===== src/rtl/celement_exe_nway.sv =====
// celement_exe_nway
//   Clocked N-way exclusive-branch / copy C-element stage. Tokens (payload plus
//   routing) arrive on one SEND/ACK channel. They are buffered in a DEPTH-entry
//   FIFO. Each token is then delivered to exactly one output channel (branch)
//   or to a subset of the output channels (copy). A copied token retires only
//   after every selected channel has acknowledged it.
//
// Ports
//   CLK, RESETN      clock (rising edge), asynchronous active-low reset
//   SENDIN/ACKOUT    upstream handshake (ACKOUT is registered !full)
//   DATAIN           upstream payload
//   EXBIN            1 = branch to channel SELIN, 0 = copy to channels in MASKIN
//   SELIN, MASKIN    routing for the incoming token
//   SENDOUT/ACKIN    per-channel downstream handshake
//   DATAOUT          head payload, shared by all channels (0 when empty)
//   CP               one-cycle pulse after the head token retires
//   FEBOUT           head token partially delivered
//   ERR              sticky: a malformed token was received
//   COUNT            FIFO occupancy
module celement_exe_nway #(
    parameter int NOUT  = 4,
    parameter int DW    = 8,
    parameter int DEPTH = 2,
    parameter int SW    = $clog2(NOUT),
    parameter int CW    = $clog2(DEPTH + 1)
) (
    input  logic            CLK,
    input  logic            RESETN,
    input  logic            SENDIN,
    output logic            ACKOUT,
    input  logic [DW-1:0]   DATAIN,
    input  logic            EXBIN,
    input  logic [SW-1:0]   SELIN,
    input  logic [NOUT-1:0] MASKIN,
    output logic [NOUT-1:0] SENDOUT,
    input  logic [NOUT-1:0] ACKIN,
    output logic [DW-1:0]   DATAOUT,
    output logic            CP,
    output logic            FEBOUT,
    output logic            ERR,
    output logic [CW-1:0]   COUNT
);

    localparam int PW = (DEPTH > 1) ? $clog2(DEPTH) : 1;

    typedef enum logic [1:0] {
        ST_EMPTY   = 2'd0,
        ST_DELIVER = 2'd1,
        ST_PARTIAL = 2'd2
    } head_state_t;

    logic [DW-1:0]   mem_data [DEPTH];
    logic [NOUT-1:0] mem_mask [DEPTH];

    logic [PW-1:0]   wr_ptr, rd_ptr;
    logic [CW-1:0]   count, count_nxt;
    logic [NOUT-1:0] done, done_nxt;
    head_state_t     state, state_nxt;
    logic            ack_reg, cp_reg, err_reg;

    logic            head_valid;
    logic [NOUT-1:0] pending;
    logic [NOUT-1:0] delivered;
    logic [NOUT-1:0] dest_mask;
    logic            accept, malformed, push, retire;

    function automatic logic [NOUT-1:0] onehot(input logic [SW-1:0] sel);
        logic [NOUT-1:0] m;
        m = '0;
        for (int i = 0; i < NOUT; i++) begin
            if (int'(sel) == i) m[i] = 1'b1;
        end
        return m;
    endfunction

    // Head state register plus the control state that moves with it.
    always_ff @(posedge CLK or negedge RESETN) begin
        if (!RESETN) begin
            state   <= ST_EMPTY;
            count   <= '0;
            done    <= '0;
            wr_ptr  <= '0;
            rd_ptr  <= '0;
            ack_reg <= 1'b0;
            cp_reg  <= 1'b0;
            err_reg <= 1'b0;
        end else begin
            state   <= state_nxt;
            count   <= count_nxt;
            done    <= done_nxt;
            ack_reg <= (count_nxt != CW'(DEPTH));
            cp_reg  <= retire;
            if (push)               wr_ptr  <= wr_ptr + PW'(1);
            if (retire)             rd_ptr  <= rd_ptr + PW'(1);
            if (accept && malformed) err_reg <= 1'b1;
        end
    end

    // Payload storage carries no reset: empty entries are never observed
    // because DATAOUT and SENDOUT are gated by the head state.
    always_ff @(posedge CLK) begin
        if (push) begin
            mem_data[wr_ptr] <= DATAIN;
            mem_mask[wr_ptr] <= dest_mask;
        end
    end

    always_comb begin
        head_valid = (state != ST_EMPTY);
        pending    = head_valid ? (mem_mask[rd_ptr] & ~done) : '0;
        delivered  = pending & ACKIN;
        // Retire once no selected channel is left waiting after this edge.
        retire     = head_valid && ((pending & ~delivered) == '0);

        accept     = SENDIN & ack_reg;
        dest_mask  = EXBIN ? onehot(SELIN) : MASKIN;
        malformed  = EXBIN ? (int'(SELIN) >= NOUT) : (MASKIN == '0);
        push       = accept & ~malformed;

        count_nxt  = count;
        unique case ({push, retire})
            2'b10:   count_nxt = count + CW'(1);
            2'b01:   count_nxt = count - CW'(1);
            default: count_nxt = count;
        endcase

        done_nxt = retire ? '0 : (done | delivered);

        state_nxt = ST_DELIVER;
        if (count_nxt == '0)      state_nxt = ST_EMPTY;
        else if (done_nxt != '0)  state_nxt = ST_PARTIAL;

        SENDOUT = pending;
        DATAOUT = head_valid ? mem_data[rd_ptr] : '0;
        FEBOUT  = (state == ST_PARTIAL);
        ACKOUT  = ack_reg;
        CP      = cp_reg;
        ERR     = err_reg;
        COUNT   = count;
    end

endmodule


===== config.mk =====
export PLATFORM = sky130hd
export DESIGN_NAME = celement_exe_nway
export DESIGN_NICKNAME = d
export VERILOG_FILES = /design/src/rtl/celement_exe_nway.sv
export SDC_FILE = /design/constraint.sdc
export NUM_CORES = 1
export LEC_CHECK = 0
export ABC_AREA = 1
export BUFFER_PORTS_ARGS = -buffer_cell sky130_fd_sc_hd__buf_2
export CAP_MARGIN = 5
export CORE_ASPECT_RATIO = 1.1
export CORE_MARGIN = 2
export CORE_UTILIZATION = 45
export DETAILED_ROUTE_END_ITERATION = 10
export GPL_ROUTABILITY_DRIVEN = 0
export HOLD_SLACK_MARGIN = 0.02
export PLACE_DENSITY = 0.82
export SLEW_MARGIN = 20
export SYNTH_ARGS = -nofsm -noshare
export SYNTH_HDL_FRONTEND = slang
export SYNTH_SLANG_ARGS = --single-unit

===== constraint.sdc =====
create_clock -name CLK -period 2.11 [get_ports CLK]
set_input_delay 0 -clock CLK [delete_from_list [all_inputs] [get_ports CLK]]
set_output_delay 0 -clock CLK [all_outputs]
set_load 0.02 [all_outputs]

After elaboration in Yosys (flattened, before gate mapping)
Memories as Yosys holds them, arrays and structs flattened.
Cells that the tools add are included.

word-level totals
  register bits = 13
  bits in writable memories = 24
  input bits = 22
  output and inout port bits = 18
  memories = 2

cells by class
  $add $sub $neg = 4
  equal/unequal tests = 7
  mux-type cells = 14
  bitwise gates (word level) = 9
  reductions and logical operators = 8

memories
  memory    depth  bits a word  rd ports  clocked after memory_dff  write ports  RTL line  source
  mem_data  2      8            1         0                         1            52        logic [DW-1:0] mem_data [DEPTH];
  mem_mask  2      4            1         0                         1            53        logic [NOUT-1:0] mem_mask [DEPTH];

operator list
  cell                                                                    number
  4-bit AND                                                               3
  4-bit 2-to-1 mux                                                        3
  2-bit equality test (second input constant)                             4
  4-bit zero test                                                         2
  8-bit 2-to-1 mux                                                        1
  4-bit inverter                                                          2
  1-bit 2-to-1 mux                                                        7
  2-bit by 1-bit equality test with 1-bit output (second input constant)  2
  2-bit zero test                                                         2
  2-bit 2-to-1 mux                                                        2
  4-bit bitwise OR                                                        1
  2-bit one-hot mux with 2 select lines                                   1
  4-bit nonzero test                                                      1
  1-bit adder (second input constant)                                     2
  2-bit by 1-bit adder with 2-bit output (second input constant)          1
  1-bit AND                                                               2
  1-bit logical AND                                                       2
  2-bit != test (second input constant)                                   1
  2-bit nonzero test                                                      1
  2-bit by 1-bit subtractor with 2-bit output (second input constant)     1
  1-bit inverter                                                          1

Logic depth before layout (Yosys ltp)
  word-level depth = 12
  gate-level depth with buffers = 15
  gate-level depth less buffers = 14

Worst setup path after synthesis
OpenSTA, ideal clock, no wires.

  path kind = reg-to-reg
  from = register state[0]
  to = register state[1]
  library setup time = 77 ps
  data arrival time = 1,932 ps
  slack = 100 ps
  cell stages (with the launch flop) = 14
  path through = dfrtp_1 > nor2_2 > buf_4 > inv_1 > nand2_2 > nor2_4 > nand2_4 > inv_1 > ha_1 > a21oi_1 > o21ai_0 > xnor2_1 > nor2_1 > a21oi_1

on the way
  longest elaborated chain between the ends = 11

RTL lines
  element                                                                                RTL line  source
  start: declaration                                                                     58        head_state_t state, state_nxt;
  start signal: assignment                                                               88        state <= state_nxt;
  2-bit nonzero test (*)                                                                 109       head_valid = (state != ST_EMPTY);
  4-bit 2-to-1 mux                                                                       110       pending = head_valid ? (mem_mask[rd_ptr] & ~done) : '0;
  4-bit AND                                                                              111       delivered = pending & ACKIN;
  4-bit inverter                                                                         113       retire = head_valid && ((pending & ~delivered) == '0);
  4-bit AND                                                                              113
  4-bit zero test                                                                        113
  1-bit logical AND (*)                                                                  113
  named net retire                                                                       65        logic accept, malformed, push, retire;
  2-bit by 1-bit equality test with 1-bit output or 2-bit equality test (tied branches)  121       unique case ({push, retire})
  2-bit one-hot mux with 2 select lines (*)                                              121
  named net count_nxt[1]                                                                 56        logic [CW-1:0] count, count_nxt;
  2-bit zero test (*)                                                                    130       if (count_nxt == '0) state_nxt = ST_EMPTY;
  2-bit 2-to-1 mux (*)                                                                   130
  named net state_nxt[1]                                                                 58

Mark *: on every way through the listed nets, which the timed path passes. The rest lies on a longest branch.
A chain may end at the register's enable or synchronous reset.

Final worst setup path
  from = register rd_ptr
  to = register ack_reg (netlist: ACKOUT)

on the way
  longest elaborated chain between the ends = 11

RTL lines
  element                                                                                RTL line  source
  start: declaration                                                                     55        logic [PW-1:0] wr_ptr, rd_ptr;
  start signal: assignment                                                               94        if (retire) rd_ptr <= rd_ptr + PW'(1);
  memory 2 x 4 bit (*)                                                                   -
  4-bit AND (*)                                                                          110
  4-bit 2-to-1 mux (*)                                                                   110
  4-bit AND                                                                              111
  4-bit inverter                                                                         113
  4-bit AND (*)                                                                          113
  4-bit zero test (*)                                                                    113
  1-bit logical AND (*)                                                                  113
  named net retire                                                                       65
  2-bit by 1-bit equality test with 1-bit output or 2-bit equality test (tied branches)  121
  2-bit one-hot mux with 2 select lines (*)                                              121
  named net count_nxt[1]                                                                 56
  2-bit != test (*)                                                                      91        ack_reg <= (count_nxt != CW'(DEPTH));
  end signal: assignment                                                                 91
  end: declaration                                                                       59        logic ack_reg, cp_reg, err_reg;

Marked as above.

==> impl_metrics.ini <==
[route]
final_antenna_net_count = 0
wl_per_cell_um = 12.01
vias = 1266
via_per_inst = 4.654
drc = 0
wirelength_um = 3268
dr.pass1.iters = 4
drt-initial-drc-count = 44

[timing]
hold_viol_final = 0
fmax_mhz = 497.6
fin_worst_skew_ns = 0.01027
slew_violations = 0
period_share = 0.9524
worstMarginPinSlew_ns = 0.3195
setup_ws_ns = 0.1003
setup_viol = 0
rsz0062_at_grt = false
min_period_ns = 2.010
max_slew_margin = 0.7848

[final_layout]
fin_cells = 272
nets = 246
fill_cells = 280
final_layout_size_suffix_gt1_frac = 0.3080
multi_input_area_um2 = 486.7
syn_to_final_growth_pct = 31.71
diodes = 0
register_area_um2 = 1046
final_cell_mix = nand2_1 (39), buf_2 (39), edfxtp_1 (24)

[yosys]
ys_seq_area_frac = 0.6451
yosysUniqueCellTypes = 25
synth_warnings = 0
syn_nets = 179
avgSynthCellArea_um2 = 10.39
ys_ff_latch = 37
synthesis.instances = 156
synth_area_um2 = 1622

[floorplanning]
start_util = 0.4789
core_um2 = 3386
dieArea_um2 = 4100
num_rows = 22
die_y_um = 66.96
die_x_um = 61.24
boundaryPins = 40

[clock_tree]
clock-sinks = 37
clk_pin_slew_ns = 0.10
numCtsBuffers = 5
root_buffer = clkbuf_4
clk_latency_ns = 0.35
cts_tree = built
cts.path.max_buffers = 2
htree_levels = 2

[critical_path]
path_common_cell = nand2_1
crit_type = reg2reg
worst_path_largest_cell_delay_ns = 0.43
worstPathCellList = buf_4 > nand2_1 > nand2_1 > nand3b_1 > nand2_1 > inv_1 > nand2_4 > inv_2 > ha_4 > a21oi_1 > o21ai_1 > xnor2_1 > buf_4 > nand2_1
end_kind = flop
cp-start-kind = flop
cpLargestDelayFamily = buffers and inverters
crit_path_top_delay_cell = dfrtp_1
arrival_ns = 2.25
crit_required_ns = 2.35
cp.buffers_inverters = 4
crit_fanout = 5

[global_routing]
grt_pass1_wl_um = 5292
grt_antenna_before_repair = 0
grt.total_usage = 0.1828
grt_pass1_vias = 1264
grt_max_degree = 14
grt.overflow.total = 0

[pwr]
p_total_w = 0.003254
power_density_nw_per_um2 = 1524
p_leak_nw = 1.001
peakVddDrop_mv = 0.9763

[min_path]
min-delay-path-class = in2reg

[run_status]
status = finished clean

[place]
place_inst = 249
dp_hpwl_um = 2254
pre_cts_ws_ns = -0.01787
io_buffers = 39

[run]
maxCapViolations = 0
==> per-stage QoR <==
stage	util	instance area, µm²	TNS, ns	hold slack [ns]
after global placement	0.5665	1918	0	-0.09747
after global routing	0.6308	2136	0	0.03424
after CTS	0.6227	2108	0	0.02256
after detailed placement	0.5665	1918	-0.02389	-0.09700
after floorplan	-	1622	0	-0.2956
final	0.6308	2136	0	0.03367
==> cells by family (layout without fill, tap and decap cells) <==
| family | after synthesis | in the layout | share of synthesized area |
|---|---|---|---|
| xor gates and xnor gates | 4 | 4 | 0.02161 |
| adders and majority gates | 1 | 1 | 0.007715 |
| DFF | 37 | 37 | 0.6451 |
| buffers and inverters | 25 | 93 | 0.06713 |
| AOI/OAI and AO/OA | 22 | 22 | 0.07561 |
| and+or+nand+nor | 67 | 67 | 0.1829 |
==> synthesized netlist by cell type <==
cell type  number  share of area
nand2_1        39          0.090
edfxtp_1       24           0.44
inv_1          21          0.049
nor2_1         15          0.035
a21oi_1        13          0.040
dfrtp_1        13           0.20
nand2_2         3          0.012
nand3_1         3         0.0093
o21ai_0         3         0.0093
buf_4           2         0.0093
nand3b_1        2         0.0093
o21ai_2         2          0.011
o22ai_1         2         0.0077
xnor2_1         2          0.011
xor2_1          2          0.011
buf_6           1         0.0069
ha_1            1         0.0077
inv_2           1         0.0023
nand2_4         1         0.0069
nand3_2         1         0.0062
nand4_1         1         0.0039
nor2_2          1         0.0039
nor2_4          1         0.0069
o21ai_1         1         0.0031
o21bai_1        1         0.0046
==> worst paths after layout <==
check | startpoint | end | slack [ns] | depth (start not counted)
setup / recovery | rd_ptr$_DFFE_PN0P_ | ACKOUT$_DFF_PN0_ | 0.10 | 14
hold / removal | SELIN[1] | mem_mask[0][1]$_DFFE_PP_ | 0.03 | 2
setup reg to reg | rd_ptr$_DFFE_PN0P_ | ACKOUT$_DFF_PN0_ | 0.10 | 14
hold reg to reg | wr_ptr$_DFFE_PN0P_ | wr_ptr$_DFFE_PN0P_ | 0.57 | 2
max in group asynchronous | RESETN | done[0]$_DFF_PN0_ | 1.84 | 2
min in group asynchronous | RESETN | done[2]$_DFF_PN0_ | 0.06 | 2
==> area by class of cell <==
cell class	instances	area share
Inverter	22	0.03866
Sequential cell	37	0.4897
Clock inverter	1	0.003515
Tap cell	48	0.02812
Clock buffer	7	0.02109
Timing Repair Buffer	63	0.1910
Multi-Input combinational cell	94	0.2279
==> per-layer routing <==
metal | vias to the layer above | wire (µm) | global-route usage
met5 | - | 0 | 0
met4 | 0 | 101 | 0.1277
met3 | 8 | 138 | 0.04272
met2 | 32 | 1669 | 0.3032
met1 | 585 | 1359 | 0.1997
li1 | 641 | - | -
==> state kept, by name (all words and copies together) (netlist names) <==
signal	flops
CP	1
state	2
mem_data	16
ACKOUT	1
wr_ptr	1
done	4
mem_mask	8
ERR	1
COUNT	2
rd_ptr	1
==> where the power goes <==
group          leakage (nW)  switching [W]  internal (W)
combinational         0.593        0.00109      0.000687
clock                0.0255       0.000226      0.000131
sequential            0.383       0.000104       0.00102
==> worst reg2reg max path, cell delays in order (launching register included) <==
cell and delay, ns:
dfrtp_1 0.43, buf_4 0.17, nand2_1 0.05, nand2_1 0.10, nand3b_1 0.10, nand2_1 0.05, inv_1 0.09, nand2_4 0.06
inv_2 0.06, ha_4 0.19, a21oi_1 0.10, o21ai_1 0.09, xnor2_1 0.22, buf_4 0.16, nand2_1 0.04
==> what timing repair did <==
action,4_1_cts,5_1_grt
endpoints found under the hold margin,32,0
hold buffers,13,0
pin swaps,1,2
gates resized for setup,0,5
cloned,0,0
setup buffers,1,1
endpoints found under the setup margin,2,4
(Power assumes the default switching activity.)
